--- src/rtl/cpu_pad_bus_mux.sv ---
// Time-multiplexed CPU-to-pad bus bridge: MSB-first address beats, one data phase, wait/timeout.
// Optional feature: define TURNAROUND_EN to add a one-cycle pad turnaround after every read.
module cpu_pad_bus_mux #(
  parameter int ADDR_W   = 16,
  parameter int DATA_W   = 8,
  parameter int PAD_W    = 8,
  parameter int WAIT_MAX = 15
) (
  input  logic              clk,
  input  logic              reset,
  input  logic              cpu_valid,
  input  logic              cpu_we,
  input  logic [ADDR_W-1:0] cpu_addr,
  input  logic [DATA_W-1:0] cpu_wdata,
  output logic              cpu_ready,
  output logic              cpu_err,
  output logic [DATA_W-1:0] cpu_rdata,
  input  logic [PAD_W-1:0]  pad_in,
  output logic [PAD_W-1:0]  pad_out,
  output logic [PAD_W-1:0]  pad_oeb,
  output logic              pad_ale,
  output logic              pad_first,
  output logic              pad_we,
  input  logic              ext_wait
);

  localparam int N_BEATS = (ADDR_W + PAD_W - 1) / PAD_W;
  localparam int AW_PAD  = N_BEATS * PAD_W;
  localparam int BEAT_W  = (N_BEATS > 1) ? $clog2(N_BEATS) : 1;
  localparam int WAIT_W  = $clog2(WAIT_MAX + 1);
  localparam logic [BEAT_W-1:0] LAST_BEAT = BEAT_W'(N_BEATS - 1);
  localparam logic [WAIT_W-1:0] WAIT_LAST = WAIT_W'(WAIT_MAX);

  typedef enum logic [2:0] {
    S_IDLE,
    S_ADDR,
    S_DATA,
    S_DONE,
    S_TURN
  } state_t;

  state_t              state;
  logic [BEAT_W-1:0]   beat;
  logic [WAIT_W-1:0]   wait_cnt;
  logic                we_q;
  logic [DATA_W-1:0]   wdata_q;
  logic [AW_PAD-1:0]   addr_sh;
  logic [AW_PAD-1:0]   addr_pad;

  assign addr_pad = AW_PAD'(cpu_addr);

  // Outputs are computed for the state being entered, so every pad/CPU output is a flop.
  always_ff @(posedge clk or posedge reset) begin
    if (reset) begin
      state     <= S_IDLE;
      beat      <= '0;
      wait_cnt  <= '0;
      we_q      <= 1'b0;
      wdata_q   <= '0;
      addr_sh   <= '0;
      pad_out   <= '0;
      pad_oeb   <= '1;
      pad_ale   <= 1'b0;
      pad_first <= 1'b0;
      pad_we    <= 1'b0;
      cpu_ready <= 1'b0;
      cpu_err   <= 1'b0;
      cpu_rdata <= '0;
    end else begin
      case (state)
        S_IDLE: begin
          if (cpu_valid) begin
            state     <= S_ADDR;
            beat      <= '0;
            we_q      <= cpu_we;
            wdata_q   <= cpu_wdata;
            addr_sh   <= addr_pad << PAD_W;
            pad_out   <= addr_pad[AW_PAD-1 -: PAD_W];
            pad_oeb   <= '0;
            pad_ale   <= 1'b1;
            pad_first <= 1'b1;
          end
        end

        S_ADDR: begin
          pad_first <= 1'b0;
          if (beat == LAST_BEAT) begin
            state    <= S_DATA;
            wait_cnt <= '0;
            pad_ale  <= 1'b0;
            if (we_q) begin
              pad_out <= PAD_W'(wdata_q);
              pad_oeb <= '0;
              pad_we  <= 1'b1;
            end else begin
              pad_out <= '0;
              pad_oeb <= '1;
              pad_we  <= 1'b0;
            end
          end else begin
            beat    <= beat + 1'b1;
            pad_out <= addr_sh[AW_PAD-1 -: PAD_W];
            addr_sh <= addr_sh << PAD_W;
          end
        end

        // Still waiting on the last allowed cycle means timeout; reads then return all ones.
        S_DATA: begin
          if (!ext_wait || wait_cnt == WAIT_LAST) begin
            state     <= S_DONE;
            cpu_ready <= 1'b1;
            cpu_err   <= ext_wait;
            if (!we_q) begin
              cpu_rdata <= ext_wait ? '1 : pad_in[DATA_W-1:0];
            end
            pad_out <= '0;
            pad_oeb <= '1;
            pad_we  <= 1'b0;
          end else begin
            wait_cnt <= wait_cnt + 1'b1;
          end
        end

        S_DONE: begin
          cpu_ready <= 1'b0;
          cpu_err   <= 1'b0;
`ifdef TURNAROUND_EN
          state <= we_q ? S_IDLE : S_TURN;
`else
          state <= S_IDLE;
`endif
        end

        S_TURN: begin
          state <= S_IDLE;
        end

        default: begin
          state <= S_IDLE;
        end
      endcase
    end
  end

endmodule

--- config.mk ---
export PLATFORM = sky130hd
export DESIGN_NAME = cpu_pad_bus_mux
export DESIGN_NICKNAME = d
export VERILOG_FILES = /design/src/rtl/cpu_pad_bus_mux.sv
export SDC_FILE = /design/constraint.sdc
export NUM_CORES = 1
export LEC_CHECK = 0
export CORE_MARGIN = 4
export CORE_UTILIZATION = 45
export DETAILED_ROUTE_END_ITERATION = 10
export PLACE_DENSITY_LB_ADDON = 0.1
export SETUP_SLACK_MARGIN = 0.1
export SYNTH_ARGS = -nofsm -noshare
export SYNTH_HDL_FRONTEND = slang
export SYNTH_SLANG_ARGS = --single-unit
export TNS_END_PERCENT = 30
--- constraint.sdc ---
create_clock -name clk -period 1.85 [get_ports clk]
set_input_delay 0.37 -clock clk [delete_from_list [all_inputs] [get_ports clk]]
set_output_delay 0.37 -clock clk [all_outputs]
set_load 0.05 [all_outputs]
==> results.yml <==
grt:
  grt_pass1_vias: 1939
  groute.usage.overall_pct: 18.6
  grt_max_degree: 27
  overflow: 0
  antenna_found_initial: 0
  grt_first_pass_wirelength_um: 9270
yosys:
  synthTopCellsByCount: "49 x nand2_1, 45 x dfrtp_1, 25 x a21oi_1"
  avgSynthCellArea_um2: 9.12
  synthDistinctLibCells: 33
  yosysWarnings: 0
  yosysTopAreaCellShare_pct: 47.8
  yosysSeqAreaShare_pct: 49.0
  synthesis.nets: 301
  yosysMostFrequentCell: "nand2_1"
  synthCells: 258
  synthArstFlopShare_pct: 100
  yosys_most_used_dff: "dfrtp_1"
  synthTopCellsByArea: "dfrtp_1 48%, nand2_1 7.8%, a21oi_1 5.3%"
  ys_seq_elements: 46
  syn_area_um2: 2350
  yosysTopAreaCell: "dfrtp_1"
  synth_edf_count: 0
timing:
  whs_ps: 355
  timing.fmax_mhz: 598
  timing.final.max_slew_violations: 0
  slew_headroom_pct: 72.8
  setup_viol: 0
  hold_viol: 0
  tightest_slew_ps: 409
  tns_ps: 0
  rsz0062_at_grt: "false"
  finClkSkew_ps: 5.95
  fin_crit_sh_pct: 90.4
  fin_crit_ps: 1670
layout:
  instances_no_fill: 400
  seq_area_um2: 1150
  diodes: 0
  area_growth_pct: 40.6
  layout-drive-gt1-share_pct: 23.3
  stdcell_area_um2: 3310
  multiInputGateArea_um2: 1080
  final_nets: 373
  fill_cells: 462
  fin_util_pct: 65.2
floorplan:
  ios: 66
  start_util_pct: 46.4
  chipHeight_um: 80.3
  fp.dieW_um: 80.3
  die_area_um2: 6450
  design.core.area_um2: 5070
  num_rows: 26
detailed_routing:
  drt_iter0_drc: 80
  routed_wl_um: 5540
  vias: 2002
  dr.pass1.iters: 5
  detail-route-antenna-nets: 0
  viasPerCell: 5.01
  wl_per_cell_um: 13.8
  drc: 0
power:
  seqPwrFrac_pct: 29.5
  pwr-share-comb_pct: 60.4
  leakagePower_nw: 1.50
  irDropWorstVdd_uv: 929
  pwr-share-clk_pct: 10.1
  swShare_pct: 45.2
  intPower_w: 0.00319
  p_sw_w: 0.00263
  power_density_nw_per_um2: 1760
outcome:
  status: "completed"
critical_path:
  critPathMaxFanout: 8
  critPathArrivalTime_ps: 1860
  criticalPathCategory: "reg -> reg"
  start_kind: "register"
  cp_data_required_time_ps: 2030
  endpoint_kind: "register"
placement:
  dp_hpwl_um: 4250
  place_congestion: 0.810
  placedCellCount: 393
  portBuffers: 65
  dpl_cell_area_um2: 3210
clocking:
  cts.htree.levels: 2
  cts_tree: "done"
  cts.sinks: 46
  cts_buffers: 5
  clock_path_buffers: 2
  root_buffer: "clkbuf_8"
  clk_pin_slew_ps: 80
  cts_setup_buffers: 0
  clk_latency_ps: 300
flow_run:
  cap_violations: 0
worst_hold_path:
  min_path_type: "in -> async"
==> sequential cells by signal (all words and copies together) (netlist names) <==
register and flops:
pad_oeb 1, state 2, cpu_err 1, we_q 1, addr_sh 8, beat 1, pad_ale 1, pad_out 8
cpu_ready 1, cpu_rdata 8, pad_first 1, wait_cnt 4, wdata_q 8, pad_we 1
==> per-stage QoR <==
step | total power (W) | setup WS (ps)
6_report | 0.00582 | 177
4_1_cts | 0.00583 | 89.5
3_5_place_dp | 0.00523 | -68.9
5_1_grt | 0.00624 | 109
2_1_floorplan | 0.00395 | 160
3_3_place_gp | 0.00516 | -29.3
==> repair_timing <==
action | 4_1_cts | 5_1_grt
resized for setup | 0 | 10
hold buffers | 0 | 0
setup endpoints to repair | 6 | 16
==> worst paths after layout <==
path / start / cells past startpoint / slack (ps) / endpoint
min in group clk: wdata_q[2] / 2 / 480 / wdata_q[2]
max in group asynchronous: reset / 3 / 970 / pad_oeb[6]
setup / recovery: state[0] / 7 / 180 / pad_out[3]
hold / removal: reset / 2 / 360 / beat
setup reg to reg: state[0] / 7 / 180 / pad_out[3]
hold reg to reg: wdata_q[2] / 2 / 480 / wdata_q[2]
==> layout make-up <==
type	instances	area share (%)
Clock buffer	6	2.19
Clock inverter	1	0.227
Inverter	7	0.794
Multi-Input combinational cell	187	32.8
Sequential cell	46	34.9
Tap cell	70	2.65
Timing Repair Buffer	83	26.5
==> logic make-up after synthesis <==
logic type,count (synthesis),share of synthesized area (%)
flip-flops,46,49.0
adder cells (fa/ha/maj),6,3.19
buffers and inverters,25,5.58
AND/OR/NAND/NOR,107,21.3
multiplexers,9,4.31
AO/OA/AOI/OAI,65,16.7
==> worst max-delay path, stage by stage, from the launching register on <==
cell and delay, ps:
dfrtp_2 410, inv_1 70, ha_1 220, nand2b_1 90, inv_1 80, nor3_4 200, buf_12 150, mux2_2 330
==> layer usage <==
layer / global-route usage (%) / part of all wire (%) / vias up
met5: 0 / 0 / -
met4: 6.42 / 1.3 / 0
met3: 5.16 / 5.4 / 7
met2: 27.3 / 45 / 51
met1: 26.4 / 48 / 943
li1: - / - / 1001
==> placed cells by master (no fill, tap or decap), types with 2 or more instances in the layout <==
cell,Yosys,routed
inv_1,7,5
ha_1,6,4
dfrtp_2,0,2
nand2b_1,10,10
nand2_1,49,47
ha_2,0,2
inv_2,0,2
a21oi_1,25,25
a22oi_1,7,7
nor2_1,24,24
o41ai_1,2,2
buf_12,0,13
buf_4,7,34
nand3_1,2,2
clkdlybuf4s50_1,0,36
nand2_2,0,2
mux2_2,9,9
nor2b_1,15,15
o21ai_0,21,20
clkbuf_8,0,5
dfrtp_1,45,43
and2_1,2,2
o31ai_1,2,2
==> power by group through the flow <==
stage               combinational (W)  sequential [W]  clock (W)
floorplan                     0.00171         0.00223          0
global placement              0.00346         0.00170          0
detailed placement            0.00351         0.00172          0
CTS                           0.00351         0.00171   0.000611
global route                  0.00381         0.00178   0.000649
finish                        0.00352         0.00172   0.000587
Power figures use the tool's default switching activity.
